[src/rtl/instr_fetch_unit_if.sv]
// Instruction memory request port: req/addr out, rdata/ack back.
// master = fetch unit side, slave = memory side.
interface instr_fetch_unit_if #(
   parameter int DATA_W = 16,
   parameter int ADDR_W = 16
) ();
   logic              req;
   logic [ADDR_W-1:0] addr;
   logic [DATA_W-1:0] rdata;
   logic              ack;

   modport master (
      output req, addr,
      input  rdata, ack
   );

   modport slave (
      input  req, addr,
      output rdata, ack
   );
endinterface

[src/rtl/instr_fetch_unit.sv]
// Instruction fetch unit: owns PC and IR, fetches over req/ack.
// Ports: clk/rst, control strobes, alu_result/zero_flag, imem port,
// PC/Instr/Opcode, fetch_busy/fetch_err status.
module instr_fetch_unit #(
   parameter int DATA_W   = 16,
   parameter int ADDR_W   = 16,
   parameter int RESET_PC = 0,
   parameter int TIMEOUT  = 15
) (
   input  logic              clk,
   input  logic              rst,
   input  logic              Instr_ren,
   input  logic              PC_write,
   input  logic              PC_select,
   input  logic              BPC_write,
   input  logic              NBPC_write,
   input  logic [DATA_W-1:0] alu_result,
   input  logic              zero_flag,
   instr_fetch_unit_if.master imem,
   output logic [ADDR_W-1:0] PC,
   output logic [DATA_W-1:0] Instr,
   output logic [3:0]        Opcode,
   output logic              fetch_busy,
   output logic              fetch_err
);

   typedef enum logic {IDLE, WAIT} state_t;

   state_t            state, state_n;
   logic [7:0]        cnt;
   logic [ADDR_W-1:0] fetch_addr;
   logic [ADDR_W-1:0] br_off;
   logic [ADDR_W-1:0] next_pc;
   logic              load;
   logic              start;
   logic              ld_instr;
   logic              set_err;
   logic              cnt_inc;
   logic              bypass;

   // Branch offset is the sign-extended low byte of the IR
   assign br_off  = {{(ADDR_W-8){Instr[7]}}, Instr[7:0]};
   assign next_pc = PC_select ? (PC + br_off)
                              : alu_result[ADDR_W-1:0];
   assign load    = PC_write
                  | (BPC_write & zero_flag)
                  | (NBPC_write & ~zero_flag);

   always_ff @(posedge clk) begin
      if (rst) state <= IDLE;
      else     state <= state_n;
   end

   always_comb begin
      state_n    = state;
      imem.req   = 1'b0;
      fetch_busy = 1'b0;
      start      = 1'b0;
      ld_instr   = 1'b0;
      set_err    = 1'b0;
      cnt_inc    = 1'b0;
      bypass     = 1'b0;
      unique case (state)
         IDLE: begin
            if (Instr_ren) begin
               start   = 1'b1;
               state_n = WAIT;
            end
         end
         WAIT: begin
            imem.req   = 1'b1;
            fetch_busy = 1'b1;
            // A second request while busy is an overrun
            if (Instr_ren) set_err = 1'b1;
            // Ack beats timeout when both land together
            if (imem.ack) begin
               ld_instr = 1'b1;
               bypass   = 1'b1;
               state_n  = IDLE;
            end else if (cnt == 8'(TIMEOUT - 1)) begin
               set_err = 1'b1;
               state_n = IDLE;
            end else begin
               cnt_inc = 1'b1;
            end
         end
         default: state_n = IDLE;
      endcase
   end

   always_ff @(posedge clk) begin
      if (rst) begin
         PC         <= ADDR_W'(RESET_PC);
         Instr      <= '0;
         cnt        <= '0;
         fetch_addr <= '0;
         fetch_err  <= 1'b0;
      end else begin
         if (load)     PC         <= next_pc;
         if (start)    fetch_addr <= PC;
         if (start)    cnt        <= '0;
         if (cnt_inc)  cnt        <= cnt + 8'd1;
         if (ld_instr) Instr      <= imem.rdata;
         if (set_err)  fetch_err  <= 1'b1;
      end
   end

   assign imem.addr = fetch_addr;

   // Let the control FSM decode the word on the ack cycle itself
   assign Opcode = bypass ? imem.rdata[DATA_W-1 -: 4]
                          : Instr[DATA_W-1 -: 4];

endmodule

[src/flat_wrapper.sv]
// flat-port wrapper written by rule: the top's interface ports become plain ports
module instr_fetch_unit_flat 
#(
   parameter int DATA_W   = 16,
   parameter int ADDR_W   = 16,
   parameter int RESET_PC = 0,
   parameter int TIMEOUT  = 15
)
  (clk, rst, Instr_ren, PC_write, PC_select, BPC_write, NBPC_write, alu_result, zero_flag, PC, Instr, Opcode, fetch_busy, fetch_err, imem_req, imem_addr, imem_rdata, imem_ack);
  instr_fetch_unit_if #(.DATA_W(DATA_W), .ADDR_W(ADDR_W)) imem_i ();
  input  logic clk;
  input  logic rst;
  input  logic Instr_ren;
  input  logic PC_write;
  input  logic PC_select;
  input  logic BPC_write;
  input  logic NBPC_write;
  input  logic [DATA_W-1:0] alu_result;
  input  logic zero_flag;
  output logic [ADDR_W-1:0] PC;
  output logic [DATA_W-1:0] Instr;
  output logic [3:0] Opcode;
  output logic fetch_busy;
  output logic fetch_err;
  output wire logic [$bits(imem_i.req)-1:0] imem_req;
  output wire logic [$bits(imem_i.addr)-1:0] imem_addr;
  input wire logic [$bits(imem_i.rdata)-1:0] imem_rdata;
  input wire logic [$bits(imem_i.ack)-1:0] imem_ack;
  assign imem_req = imem_i.req;
  assign imem_addr = imem_i.addr;
  assign imem_i.rdata = imem_rdata;
  assign imem_i.ack = imem_ack;
  instr_fetch_unit #(.DATA_W(DATA_W), .ADDR_W(ADDR_W), .RESET_PC(RESET_PC), .TIMEOUT(TIMEOUT)) u_core (.clk(clk), .rst(rst), .Instr_ren(Instr_ren), .PC_write(PC_write), .PC_select(PC_select), .BPC_write(BPC_write), .NBPC_write(NBPC_write), .alu_result(alu_result), .zero_flag(zero_flag), .imem(imem_i), .PC(PC), .Instr(Instr), .Opcode(Opcode), .fetch_busy(fetch_busy), .fetch_err(fetch_err));
endmodule
[config.mk]
export PLATFORM = sky130hd
export DESIGN_NAME = instr_fetch_unit_flat
export DESIGN_NICKNAME = d
export VERILOG_FILES = /design/src/rtl/instr_fetch_unit_if.sv /design/src/rtl/instr_fetch_unit.sv /design/src/flat_wrapper.sv
export SDC_FILE = /design/constraint.sdc
export NUM_CORES = 1
export LEC_CHECK = 0
export BUFFER_PORTS_ARGS = -buffer_cell sky130_fd_sc_hd__buf_2
export CELL_PAD_IN_SITES_DETAIL_PLACEMENT = 1
export CELL_PAD_IN_SITES_GLOBAL_PLACEMENT = 1
export CORE_MARGIN = 2
export CORE_UTILIZATION = 29
export DETAILED_ROUTE_END_ITERATION = 7
export GPL_TIMING_DRIVEN = 0
export PLACE_DENSITY_LB_ADDON = 0.15
export SYNTH_ARGS = -nofsm -noshare
export SYNTH_HDL_FRONTEND = slang
export SYNTH_SLANG_ARGS = --single-unit
[constraint.sdc]
create_clock -name clk -period 1.87 [get_ports clk]
set_input_delay 0 -clock clk [delete_from_list [all_inputs] [get_ports clk]]
set_output_delay 0 -clock clk [all_outputs]
set_load 0.01 [all_outputs]
# Yosys cells after proc, flatten, opt, wreduce, memory -nomap -nowiden
# Index checks and enable logic that the tools add are counted.
# totals
register_bits	58
latchBits	0
mem_bits_rw	0
romBits	0
in_bits	41
out_inout_bits	55
mem_count	0
# op_classes
n_addsub	2
mul	0
n_div	0
order_cmp	0
n_eq_ne	1
shift	0
mux	16
bitwise_logic	6
reduce_logical	1
# op_table
operator	count
$add A16 B16 Y16	1
$mux W16	1
$mux W8	2
$mux W1	11
$add A8 B1 Y8 const B	1
$eq A8 B4 Y1 const B	1
$mux W4	1
$and A1 B1 Y1	2
$not A1 Y1	2
$or A1 B1 Y1	2
$pmux W1 S2	1
$reduce_bool A2 Y1	1

# Logic depth before layout (Yosys ltp)
# depth
ltp_word	5
mapped_depth	7
depth_no_buf	7

# Least setup slack after synthesis
# No wires, ideal clock.
# synth_timing
path_type	register to register
startpoint	reg u_core.Instr[7]
endpoint	reg u_core.PC[15]
t_arrival_ns	1.921
required_ns	1.743
path_slack_ns	-0.178
stages_incl_launch_ff	8
path_buffers	1
period_less_slack_ns	2.048
path_cell_list	dfxtp_1 -> ha_1 -> clkbuf_2 -> a21oi_1 -> o21ai_0 -> a2111oi_0 -> or4_1 -> nand3_1
# synth_between
elab_chain_len	2
# synth_lines
item	line_no	text
from (decl)	instr_fetch_unit.sv:21	output logic [DATA_W-1:0] Instr,
from (signal assigned)	instr_fetch_unit.sv:103	if (ld_instr) Instr <= imem.rdata;
$add A16 B16 Y16	instr_fetch_unit.sv:43	assign next_pc = PC_select ? (PC + br_off)
$mux W16	instr_fetch_unit.sv:43	
to (signal assigned)	instr_fetch_unit.sv:93	PC <= ADDR_W'(RESET_PC);
to (signal assigned)	instr_fetch_unit.sv:99	if (load) PC <= next_pc;
to (decl)	instr_fetch_unit.sv:20	output logic [ADDR_W-1:0] PC,
# Every way passes these cells.
# A chain may end at the register's enable or synchronous reset.

# Worst setup path in the final report
# layout_timing
startpoint	reg u_core.Instr[0]
endpoint	reg u_core.PC[13]
# The elaborated chain is that of the path after synthesis.

==> out/summary.txt <==
Worst-skew pair later-pin latency: 0.35 ns
CTS tree: built
Pleak: 1.99 nW
Crit path kind: reg -> reg
Mapped Avg Cell Area: 7.89 µm²
CTS clock-pin slew for the worst setup and hold paths: 0.08 ns
Starting Density: 0.294
Sequential element share of the synthesized area: 0.367
Layout cells sized above 1: 0.352
Main synth FF type: dfxtp_1
Gp weighted congestion: 0.799
Post-DRT Antenna Nets: 0
Setup Skew: 0.0142 ns
Routed WL: 11400 µm
Crit end category: register
Core Area: 10700 µm²
CP required: 2.07 ns
Number of flops mapped to enable cells by yosys: 0
Final period util: 1.02
Core Rows: 38
Hold Crit Depth: 4
Max cap viols: 0
Via count: 3434
Num Clock Sinks: 58
Initial antenna violation count: 0
Setup TNS Final: -0.165 ns
Net Sw Frac: 0.302
Fin nets: 600
Pint: 2.38 mW
Clock power frac: 0.402
FF+latch count, synth: 58
Placed Instances: 635
Area delta synth->final: 46.7%
IO Count: 96
Setup-failing EPs final: 5
First DRT Iteration DRCs: 106
Crit path arrival time: 2.11 ns
CP Launch Type: register
Crit Path Max Fanout: 3
Overall Power: 3.41 mW
WL/cell: 16.7 µm
Antenna diodes: 0
Largest net degree at the start of global routing: 12
DPL Wire Length: 8080 µm
Gr usage total: 0.194
Worst min path class: in -> reg
Vias in the first global route: 3472
Peak supply drop: 0.343 mV
Syn. warnings: 0
RSZ-0062 raised after global routing: true
Final Hold Viols: 0
Syn Inst Count: 401
Die height: 108 µm
Worst-case clock buffer depth: 2
Die area: 11800 µm²
Failing checks: setup timing
Fin crit period: 1.92 ns
Die X: 108 µm
CTS root buffer: clkbuf_8
Post-synthesis cell area: 3160 µm²
Syn_nets: 460
Slew @ Worst Pin: 0.825 ns
Maximum level of the CTS H-tree: 3
Initial DRT Pass Iterations: 4
Max Freq: 522 MHz
R2R cell count: 8
Logic gate share of total power: 0.195
Vias per cell: 5.01
Power per cell area: 735 nW/µm²
Psw: 1.03 mW
Fin util: 0.432
Pins Over Slew Limit: 0
Slew headroom: 0.447
Gr ovfl total: 0
Seq pwr share: 0.402
PnR worst setup slack: -0.0462 ns
Result of the run: complete, but fails checks
Netlist cell types: 54
Synth async-reset ratio: 0
DRC viols: 0
PortBufs: 94
Num CTS Buffers: 9
Fin cells: 686
First-pass GRT wire length: 17400 µm
logic make-up after synthesis:
family	share of synthesized area
compound gates	0.227
xor+xnor	0.0277
fa+ha+maj	0.0735
buf+inv	0.0431
flops	0.367
mux	0.0411
simple gates	0.221
worst max-delay path: stages (launching register included):
cell and delay (ns):
dfxtp_2 0.35, ha_4 0.17, buf_6 0.12, a211oi_4 0.27, o31ai_4 0.11, buf_6 0.14, a211oi_4 0.30, and3_4 0.23
o32ai_2 0.08
power groups by stage:
stage	clock, mW	combinational (mW)	sequential, mW
floorplan	0	0.314	1.40
global placement	0	0.534	1.39
detailed placement	0	0.546	1.40
CTS	1.39	0.628	1.37
global route	1.47	0.734	1.38
finish	1.37	0.666	1.37
metrics by stage:
stage               cell area [µm²]  worst slack, ns  hold slack, ns
floorplan                      3180           0.0128           0.128
global placement               3820           -0.270           0.240
detailed placement             3820           -0.277           0.247
CTS                            4510           -0.108         0.00676
global route                   4640           -0.158          0.0549
finish                         4640          -0.0462          0.0152
cell usage after synthesis, types with 4 or more instances:
master	instances	area, µm²
nand2_1	84	315
a21oi_1	58	290
dfxtp_1	58	1160
nor2_1	28	105
ha_1	17	213
clkbuf_1	16	60.1
o21ai_0	15	75.1
a211oi_1	10	75.1
nand3_1	9	45.0
inv_1	8	30.0
mux2i_1	7	70.1
nor2b_1	7	43.8
and3_1	6	37.5
a21o_1	5	37.5
xnor2_1	5	43.8
xor2_1	5	43.8
mux2_2	4	45.0
nor3b_1	4	30.0
o211ai_1	4	30.0
flip-flops by register name, summed over array words and instances, names as in the netlist:
name,cells
u_core.state,1
u_core.Instr,16
u_core.PC,16
u_core.fetch_err,1
u_core.cnt,8
u_core.imem.addr,16
per-layer routing:
metal | global-route usage | wire (µm) | vias up
met5 | 0 | 0 | -
met4 | 0.0586 | 197 | 0
met3 | 0.0392 | 442 | 14
met2 | 0.334 | 5710 | 59
met1 | 0.244 | 5100 | 1667
li1 | - | - | 1694
path summary, 6_finish.rpt:
check / startpoint / to / slack, ns
hold reg to reg: u_core.imem.addr[12] / u_core.imem.addr[12] / 0.45
setup reg to reg: u_core.Instr[0] / u_core.PC[13] / -0.05
setup / recovery: u_core.Instr[0] / u_core.PC[13] / -0.05
hold / removal: Instr_ren / u_core.fetch_err / 0.02
area by class of cell:
cell class	count	area, µm²
plain buffers	23	108
clock buffers	10	138
clock inverters	6	90.1
fillers	1353	6100
inverters	8	30.0
multi-input cells	311	2110
flip-flops and latches	58	1190
well taps	140	175
repair buffers	130	803
layout by cell type (no fill, tap or decap), types with 7 or more instances in the layout:
master	netlist	layout
mux2i_1	7	7
nor2b_1	7	7
clkbuf_8	0	10
nand2_1	84	83
o21ai_0	15	10
dlygate4sd3_1	0	22
inv_1	8	8
buf_4	1	14
dfxtp_1	58	44
clkbuf_1	16	13
a21oi_1	58	52
buf_2	3	97
nor2_1	28	25
ha_1	17	8
dfxtp_2	0	9
nand3_1	9	8
what timing repair did:
item	in CTS	in global routing
pin swaps	22	18
resized for setup	42	31
endpoints found under the hold margin	22	0
buffers inserted	10	4
setup endpoints to repair	12	30
hold buffers	22	0
Power figures use the tool's default switching activity.
